<file path="config.mk">
export PLATFORM = sky130hd
export DESIGN_NAME = mem_initiator
export DESIGN_NICKNAME = d
export VERILOG_FILES = /design/src/rtl/mem_initiator.sv
export SDC_FILE = /design/constraint.sdc
export NUM_CORES = 1
export LEC_CHECK = 0
export ABC_CLOCK_PERIOD_IN_PS = 3000
export CORE_MARGIN = 3
export CORE_UTILIZATION = 45
export DETAILED_ROUTE_END_ITERATION = 8
export HOLD_SLACK_MARGIN = 0.03
export PLACE_DENSITY_LB_ADDON = 0.12
export SYNTH_ARGS = -nofsm -noshare
export SYNTH_HDL_FRONTEND = slang
export SYNTH_SLANG_ARGS = --single-unit
</file>
<file path="constraint.sdc">
create_clock -name clk -period 3 [get_ports clk]
set_input_delay 0.3 -clock clk [delete_from_list [all_inputs] [get_ports clk]]
set_output_delay 0.3 -clock clk [all_outputs]
set_load 0.03 [all_outputs]
</file>
<file path="src/rtl/mem_initiator.sv">
// +----------------------------------------------------------------------------+
// | mem_initiator                                                              |
// | Burst memory initiator: turns one command into cmd_len+1 single-beat       |
// | memory accesses. Optional WAIT timeout enabled by MEM_INIT_TIMEOUT_EN.     |
// | Revision: 1.0                                                              |
// +----------------------------------------------------------------------------+
`default_nettype none

module mem_initiator #(
    parameter int ADDR_WIDTH     = 8,
    parameter int DATA_WIDTH     = 32,
    parameter int LEN_WIDTH      = 4,
    parameter int TIMEOUT_CYCLES = 16
) (
    input  logic                  clk,
    input  logic                  reset,
    input  logic                  cmd_valid,
    output logic                  cmd_ready,
    input  logic                  cmd_write,
    input  logic [ADDR_WIDTH-1:0] cmd_addr,
    input  logic [DATA_WIDTH-1:0] cmd_wdata,
    input  logic [LEN_WIDTH-1:0]  cmd_len,
    output logic                  rsp_valid,
    output logic [DATA_WIDTH-1:0] rsp_data,
    output logic                  rsp_last,
    output logic                  rsp_err,
    input  logic                  rsp_ready,
    output logic [ADDR_WIDTH-1:0] mem_addr,
    output logic [DATA_WIDTH-1:0] mem_wdata,
    output logic                  mem_wren,
    output logic                  mem_rden,
    input  logic [DATA_WIDTH-1:0] mem_rdata,
    input  logic                  mem_valid,
    output logic                  busy
);

    localparam logic [1:0] S_IDLE  = 2'd0;
    localparam logic [1:0] S_ISSUE = 2'd1;
    localparam logic [1:0] S_WAIT  = 2'd2;
    localparam logic [1:0] S_RESP  = 2'd3;

    logic [1:0]            state_q,     state_d;
    logic                  write_q,     write_d;
    logic [ADDR_WIDTH-1:0] base_addr_q, base_addr_d;
    logic [DATA_WIDTH-1:0] seed_q,      seed_d;
    logic [LEN_WIDTH-1:0]  len_q,       len_d;
    logic [LEN_WIDTH-1:0]  beat_q,      beat_d;
    logic [ADDR_WIDTH-1:0] mem_addr_q,  mem_addr_d;
    logic [DATA_WIDTH-1:0] mem_wdata_q, mem_wdata_d;
    logic                  mem_wren_q,  mem_wren_d;
    logic                  mem_rden_q,  mem_rden_d;
    logic                  rsp_valid_q, rsp_valid_d;
    logic [DATA_WIDTH-1:0] rsp_data_q,  rsp_data_d;
    logic                  rsp_last_q,  rsp_last_d;
    logic                  cmd_ready_q, busy_q;

    logic [LEN_WIDTH-1:0]  beat_nxt;
    logic                  beat_is_last;

`ifdef MEM_INIT_TIMEOUT_EN
    localparam int TW = $clog2(TIMEOUT_CYCLES + 1);
    logic [TW-1:0] tmo_cnt_q, tmo_cnt_d;
    logic          rsp_err_q, rsp_err_d;
`endif

    assign beat_nxt     = beat_q + LEN_WIDTH'(1);
    assign beat_is_last = (beat_q == len_q);

    always_comb begin
        state_d     = state_q;
        write_d     = write_q;
        base_addr_d = base_addr_q;
        seed_d      = seed_q;
        len_d       = len_q;
        beat_d      = beat_q;
        mem_addr_d  = mem_addr_q;
        mem_wdata_d = mem_wdata_q;
        mem_wren_d  = 1'b0;
        mem_rden_d  = 1'b0;
        rsp_valid_d = rsp_valid_q;
        rsp_data_d  = rsp_data_q;
        rsp_last_d  = rsp_last_q;
`ifdef MEM_INIT_TIMEOUT_EN
        tmo_cnt_d   = tmo_cnt_q;
        rsp_err_d   = rsp_err_q;
`endif
        case (state_q)
            S_IDLE: begin
                if (cmd_valid) begin
                    write_d     = cmd_write;
                    base_addr_d = cmd_addr;
                    seed_d      = cmd_wdata;
                    len_d       = cmd_len;
                    beat_d      = '0;
                    mem_addr_d  = cmd_addr;
                    mem_wdata_d = cmd_wdata;
                    mem_wren_d  = cmd_write;
                    mem_rden_d  = ~cmd_write;
                    state_d     = S_ISSUE;
                end
            end
            S_ISSUE: begin
`ifdef MEM_INIT_TIMEOUT_EN
                tmo_cnt_d = '0;
`endif
                state_d = S_WAIT;
            end
            S_WAIT: begin
                if (mem_valid) begin
                    if (!write_q) begin
                        rsp_valid_d = 1'b1;
                        rsp_data_d  = mem_rdata;
                        rsp_last_d  = beat_is_last;
                        state_d     = S_RESP;
                    end else if (beat_is_last) begin
                        rsp_valid_d = 1'b1;
                        rsp_data_d  = '0;
                        rsp_last_d  = 1'b1;
                        state_d     = S_RESP;
                    end else begin
                        // Intermediate write beats produce no response.
                        beat_d      = beat_nxt;
                        mem_addr_d  = base_addr_q + ADDR_WIDTH'(beat_nxt);
                        mem_wdata_d = seed_q + DATA_WIDTH'(beat_nxt);
                        mem_wren_d  = 1'b1;
                        state_d     = S_ISSUE;
                    end
                end
`ifdef MEM_INIT_TIMEOUT_EN
                else if (tmo_cnt_q == TW'(TIMEOUT_CYCLES - 1)) begin
                    rsp_valid_d = 1'b1;
                    rsp_data_d  = '0;
                    rsp_last_d  = 1'b1;
                    rsp_err_d   = 1'b1;
                    state_d     = S_RESP;
                end else begin
                    tmo_cnt_d = tmo_cnt_q + TW'(1);
                end
`endif
            end
            default: begin
                if (rsp_ready) begin
                    rsp_valid_d = 1'b0;
                    rsp_last_d  = 1'b0;
`ifdef MEM_INIT_TIMEOUT_EN
                    rsp_err_d   = 1'b0;
`endif
                    // rsp_last also covers an aborted burst.
                    if (rsp_last_q) begin
                        state_d = S_IDLE;
                    end else begin
                        beat_d      = beat_nxt;
                        mem_addr_d  = base_addr_q + ADDR_WIDTH'(beat_nxt);
                        mem_wdata_d = seed_q + DATA_WIDTH'(beat_nxt);
                        mem_wren_d  = write_q;
                        mem_rden_d  = ~write_q;
                        state_d     = S_ISSUE;
                    end
                end
            end
        endcase
    end

    always_ff @(posedge clk or negedge reset) begin
        if (!reset) begin
            state_q     <= S_IDLE;
            write_q     <= 1'b0;
            base_addr_q <= '0;
            seed_q      <= '0;
            len_q       <= '0;
            beat_q      <= '0;
            mem_addr_q  <= '0;
            mem_wdata_q <= '0;
            mem_wren_q  <= 1'b0;
            mem_rden_q  <= 1'b0;
            rsp_valid_q <= 1'b0;
            rsp_data_q  <= '0;
            rsp_last_q  <= 1'b0;
            cmd_ready_q <= 1'b1;
            busy_q      <= 1'b0;
        end else begin
            state_q     <= state_d;
            write_q     <= write_d;
            base_addr_q <= base_addr_d;
            seed_q      <= seed_d;
            len_q       <= len_d;
            beat_q      <= beat_d;
            mem_addr_q  <= mem_addr_d;
            mem_wdata_q <= mem_wdata_d;
            mem_wren_q  <= mem_wren_d;
            mem_rden_q  <= mem_rden_d;
            rsp_valid_q <= rsp_valid_d;
            rsp_data_q  <= rsp_data_d;
            rsp_last_q  <= rsp_last_d;
            cmd_ready_q <= (state_d == S_IDLE);
            busy_q      <= (state_d != S_IDLE);
        end
    end

`ifdef MEM_INIT_TIMEOUT_EN
    always_ff @(posedge clk or negedge reset) begin
        if (!reset) begin
            tmo_cnt_q <= '0;
            rsp_err_q <= 1'b0;
        end else begin
            tmo_cnt_q <= tmo_cnt_d;
            rsp_err_q <= rsp_err_d;
        end
    end
    assign rsp_err = rsp_err_q;
`else
    assign rsp_err = 1'b0;
`endif

    assign cmd_ready = cmd_ready_q;
    assign busy      = busy_q;
    assign mem_addr  = mem_addr_q;
    assign mem_wdata = mem_wdata_q;
    assign mem_wren  = mem_wren_q;
    assign mem_rden  = mem_rden_q;
    assign rsp_valid = rsp_valid_q;
    assign rsp_data  = rsp_data_q;
    assign rsp_last  = rsp_last_q;

endmodule

`default_nettype wire
</file>
* After elaboration in Yosys (flattened, before gate mapping)
Index checks and enable logic that the tools add are counted.
Cells by class: add/sub/neg operators 3, bitwise gates (word level) 4, mux-type cells 49, equality and inequality tests 10, reduce and logical (&&, ||, !) cells 11
Operator list (count):
- 2-to-1 mux 32 bit | 8
- case mux 32 bit (3 select lines) | 1
- 2-to-1 mux 8 bit | 6
- adder 32 x 4 -> 32 bit | 1
- 2-to-1 mux 4 bit | 6
- case mux 8 bit (3 select lines) | 1
- 2-to-1 mux 1 bit | 16
- case mux 4 bit (3 select lines) | 1
- 2-to-1 mux 2 bit | 5
- adder 8 x 4 -> 8 bit | 1
- != test 2 bit (second input constant) | 4
- AND reduction 7 bit | 1
- case mux 1 bit (2 select lines) | 3
- case mux 2 bit (3 select lines) | 1
- adder 4 x 1 -> 4 bit (second input constant) | 1
- == test 4 bit | 1
- logical NOT 2 bit | 2
- inverter 1 bit | 4
- AND reduction 4 bit | 1
- nonzero test 2 bit | 2
- OR reduction 2 bit | 2
- != test 3 x 1 -> 1 bit (second input constant) | 1
- != test 3 bit (second input constant) | 1
- case mux 1 bit (3 select lines) | 1
- 6 further kinds | 6
Word-level totals: bits of input ports 82, output and inout bits 79, logic and storage cells 92, flip-flop bits (word level) 129

* Depth between registers and ports, before layout
depth in word-level cells 6, depth in mapped cells 9, mapped depth without buffers 8

* Worst setup path after synthesis
OpenSTA, ideal clock, no wires.
path type register to register, start point register beat_q[0], end point register mem_wdata_q[16], in the netlist mem_wdata[16], setup time 0.095 ns, required time 2.905 ns, period minus slack after synthesis 2.441 ns, path buffers 0, stages on the path, launching flop included 9, setup slack 0.559 ns, arrival 2.345 ns, path through dfrtp_1 -> ha_1 -> xor2_1 -> ha_1 -> a211oi_1 -> nor4_2 -> a31o_2 -> a21oi_1 -> o31ai_1
On the way: longest elaborated chain between the ends 6, elaborated cells between the ends (all ways) 11, classes of those cells 2 x add/sub; 2 x eq/ne; 6 x mux; 1 x reduce/logical
Ends and longest elaborated chain:
- start: declaration | line 47 | logic [LEN_WIDTH-1:0] beat_q, beat_d;
- start signal: assignment | line 187 | beat_q <= beat_d;
- adder 4 x 1 -> 4 bit | line 66 | assign beat_nxt = beat_q + LEN_WIDTH'(1);
- adder 32 x 4 -> 32 bit | line 124, 154
- 2-to-1 mux 32 bit | line 115 | end else if (beat_is_last) begin
- 2-to-1 mux 32 bit | line 110 | if (!write_q) begin
- 2-to-1 mux 32 bit | line 109 | if (mem_valid) begin
- case mux 32 bit (3 select lines) | line 87 | case (state_q)
- end signal: assignment | line 189 | mem_wdata_q <= mem_wdata_d;
- end: declaration | line 49 | logic [DATA_WIDTH-1:0] mem_wdata_q, mem_wdata_d;
Several ways; a longest one is shown, not always the timed one. The select of a mux whose other input is x is not followed. A chain may end at the register's enable or synchronous reset.

* Final worst setup path
start point register beat_q[0], end point register mem_wdata_q[20], in the netlist mem_wdata[20]
Same word-level chain as after synthesis.

==> summary.md <==
| Metric | Value |
|---|---|
| Slew margin rel. | 41.3% |
| Final Instance Area | about 8500 um^2 |
| Leak | 3.81 nW |
| CTS buffer count | 17 |
| DRT iter0 DRCs | 374 |
| Die area | between 15000 and 20000 um^2 |
| Share of layout cells above drive strength 1 | under 10% |
| Vias in the first global route | about 5400 |
| Switching power total | 4.49 mW |
| CP required | around 3.3 ns |
| Setup Fix Bufs, Post-CTS | 0 |
| Biggest area consumer among synthesized cells | dfrtp_1 |
| Detail-routed via count per cell | between 5 and 6 |
| Antenna diodes | 0 |
| IO Count | 161 |
| Routed WL | 16.9 mm |
| Gr busiest metal | met2 |
| Avg WL per Cell | 17.3 um |
| Critical R2R Launch | beat_q[0] |
| Yosys Warn Count | 0 |
| Clock Path Buffers | 2 |
| Worst R2R Path Depth | 7 |
| Final hold vios | 0 |
| Maximum vdd drop | roughly 0.00074 V |
| Largest net degree at the start of global routing | 70 |
| Status | finished clean |
| CTS tree | done |
| Clock power frac | 21.1% |
| Synth async-reset ratio | 100% |
| Root buf cell | clkbuf_16 |
| Hold Crit Class | in -> async |
| Share of the synthesized area in the top cell type | 52.0% |
| Vias | roughly 5400 |
| Clock slew at reported path FFs | approximately 0.060 ns |
| Comb power frac | 48.1% |
| Critical Path AT | around 3.1 ns |
| Height of the die | 123 um |
| Met2 Use GR | 36.8% |
| # setup viols final | 0 |
| Least-Margin Pin Slew | 0.881 ns |
| Crit path kind | reg -> reg |
| Cell variety after synth | 58 |
| Synth Instances | 636 |
| Die X | ~120 um |
| Sink Count | 129 |
| RD Place Congestion | 0.805 |
| CP Max Fanout | 10 |
| Layout Nets | 881 |
| First-pass DRT Iterations | 5 |
| Number of enable flip-flop cells after synthesis | 0 |
| P per Cell Area | around 1200 nW/um^2 |
| Grt met3 use | 5.12% |
| Average instance area after synthesis | 9.69 um^2 |
| Max Cap Viol | 0 |
| Worst Setup End Kind | flip-flop |
| Tot GR Track Use | 23.0% |
| GR Util met1 | 30.5% |
| Internal Power | 6.19 mW |
| Slowest cell delay on critical path | 0.49 ns |
| First-pass GRT wire length | 27.3 mm |
| Top FF cell, synth | dfrtp_1 |
| Area Overhead vs Synth | 38.7% |
| Clk Latency, worst-skew pair | 0.42 ns |
| Pins Over Slew Limit | 0 |
| Fin crit period | 2.78 ns |
| Layout fillers | between 1000 and 1500 |
| Cell Area, Placed | 7890 um^2 |
| DP Wirelength | 11.5 mm |
| DRT antenna net count | 0 |
| Syn_nets | 729 |
| Core Region | 13300 um^2 |
| Worst reg-to-reg setup slack | approximately 0.22 ns |
| Sequential fraction of the synthesis area | 52.4% |
| Initial antenna violation count | 0 |
| Crit path to | mem_wdata[20] |
| Fmax | 359 MHz |
| RSZ-0062 raised after global routing | no |
| Initial core utilization | 46.3% |
| Crit path max-delay cell type | fa_1 |
| IO buf count | approximately 160 |
| Skew final | about 0.0094 ns |
| Critical path, cell by cell | ha_1 > fa_1 > a211oi_1 > or2_2 > o31a_1 > nor3_1 > o31ai_1 |
| Sw Share | 42.0% |
| Setup TNS | 0 ns |
| Area contributors post-synth | dfrtp_1 52%, nand2_1 11%, a22o_1 4.7%, xnor2_1 2.4%, o21ai_0 2.0% |
| CP startpoint | beat_q[0] |
| Overflow after GRT | 0 |
| Final worst-path cycle share | 92.8% |
| Critical Path Start Type | flip-flop |
| Seq pwr share | 30.8% |
| DRC Markers | 0 |
| R2R Path End | mem_wdata[20] |
| Area of the mapped netlist | between 6000 and 7000 um^2 |
| H-tree levels | 4 |
| Yosys reg bits | 129 |
| Num rows | 42 |
sequential cells by signal (all words and copies together), names as in the netlist, 2 cells and up:
name         flops
mem_wdata       32
rsp_data        32
seed_q          32
base_addr_q      8
mem_addr         8
beat_q           4
len_q            4
state_q          2
cells in the final DEF, fill, tap and decap left out, types with 6 or more instances in the layout:
master and instances:
dfrtp_1 128, ha_1 9, xor2_1 12, nor4_1 12, a22o_1 32, clkdlybuf4s50_1 158
xnor2_1 17, nand4_1 14, nand2_1 182, nor2_1 16, buf_4 13, nand3_1 17
nor3_1 13, clkbuf_16 17, inv_1 10, a21o_1 6, a21oi_1 11, o31ai_1 9
o211ai_2 6, o211ai_1 12, o21ai_0 25
cell type report:
type	instances	area, um^2	share of cell area, %
Sequential cell	129	3230	37.8
Multi-Input combinational cell	458	2720	31.8
Timing Repair Buffer	172	1700	19.9
Clock buffer	18	429	5.02
Tap cell	176	220	2.58
Clock inverter	14	213	2.49
Inverter	10	37.5	0.439
metal layers:
metal | wire length (um) | share of wire [%]
met5 | 0 | 0
met4 | 308 | 1.8
met3 | 913 | 5.4
met2 | 8440 | 50
met1 | 7270 | 43
power groups by stage:
stage               clock [mW]  combinational, mW  sequential [mW]
floorplan                    0               2.53             4.05
global placement             0               5.03             3.25
detailed placement           0               5.12             3.29
CTS                       2.27               5.17             3.28
global route              2.37               5.59             3.41
finish                    2.25               5.14             3.29
critical path, delay by kind of cell, from the launching register on:
| kind | cells | cell delay, ns |
|---|---|---|
| adders and majority gates | 2 | 0.91 |
| AOI/OAI and AO/OA | 3 | 0.90 |
| DFF | 1 | 0.45 |
| and+or+nand+nor | 2 | 0.43 |
kinds of logic after synthesis:
family / share of synthesized area (%)
AO/OA/AOI/OAI: 16.0
XOR/XNOR: 4.12
adder cells (fa/ha/maj): 2.48
buffers and inverters: 3.74
flip-flops: 52.4
multiplexers: 0.812
other: 0.0609
AND/OR/NAND/NOR: 20.4
cell usage after synthesis, types with 2 or more instances:
library cell,n
and3_1,3
o21ai_0,25
a22oi_1,2
o21ai_1,3
o22ai_1,2
mux2i_1,5
or3_1,2
inv_1,10
o31ai_1,9
dfrtp_1,128
buf_6,2
a31oi_1,2
clkbuf_1,22
o211ai_2,6
buf_4,5
o31a_1,3
fa_1,2
xor2_1,12
nor4_1,12
a21o_1,6
ha_1,9
nor2b_1,3
xnor2_1,17
a21oi_1,11
buf_2,10
nand2_1,182
a22o_1,33
and2_1,2
a31o_2,3
nand2b_1,2
or2_2,2
nand4_1,14
o21a_1,3
nand3_1,17
and4_1,5
o211ai_1,12
nor2_1,17
nor3_1,13
metrics by stage:
stage                     hold WS, ns  total power [mW]  util, %  worst slack [ns]  std cells
final                        0.000963              10.7     64.3             0.217        977
after global routing           0.0679              11.4     64.3            0.0532        977
after CTS                      0.0362              10.7     64.2             0.175        977
after detailed placement        0.469              8.41     59.4             0.156        945
after global placement          0.455              8.29     59.4             0.304        945
after floorplan               0.00441              6.58        -             0.559        636
repair_timing:
| item | in CTS | in global routing |
|---|---|---|
| gates resized for setup | 0 | 1 |
| hold buffers | 0 | 0 |
| setup endpoints to repair | 0 | 5 |
how the worst min path moves through the flow:
stage,startpoint,end,slack (ns),cells past startpoint
floorplan,reset,base_addr_q[0],0.004,0
global placement,mem_addr[7],mem_addr[7],0.45,2
detailed placement,mem_wdata[15],mem_wdata[15],0.47,2
CTS,reset,seed_q[15],0.04,1
global route,reset,seed_q[15],0.07,1
finish,reset,seed_q[15],0.001,1
No activity file was read; power rests on OpenSTA's default activity.
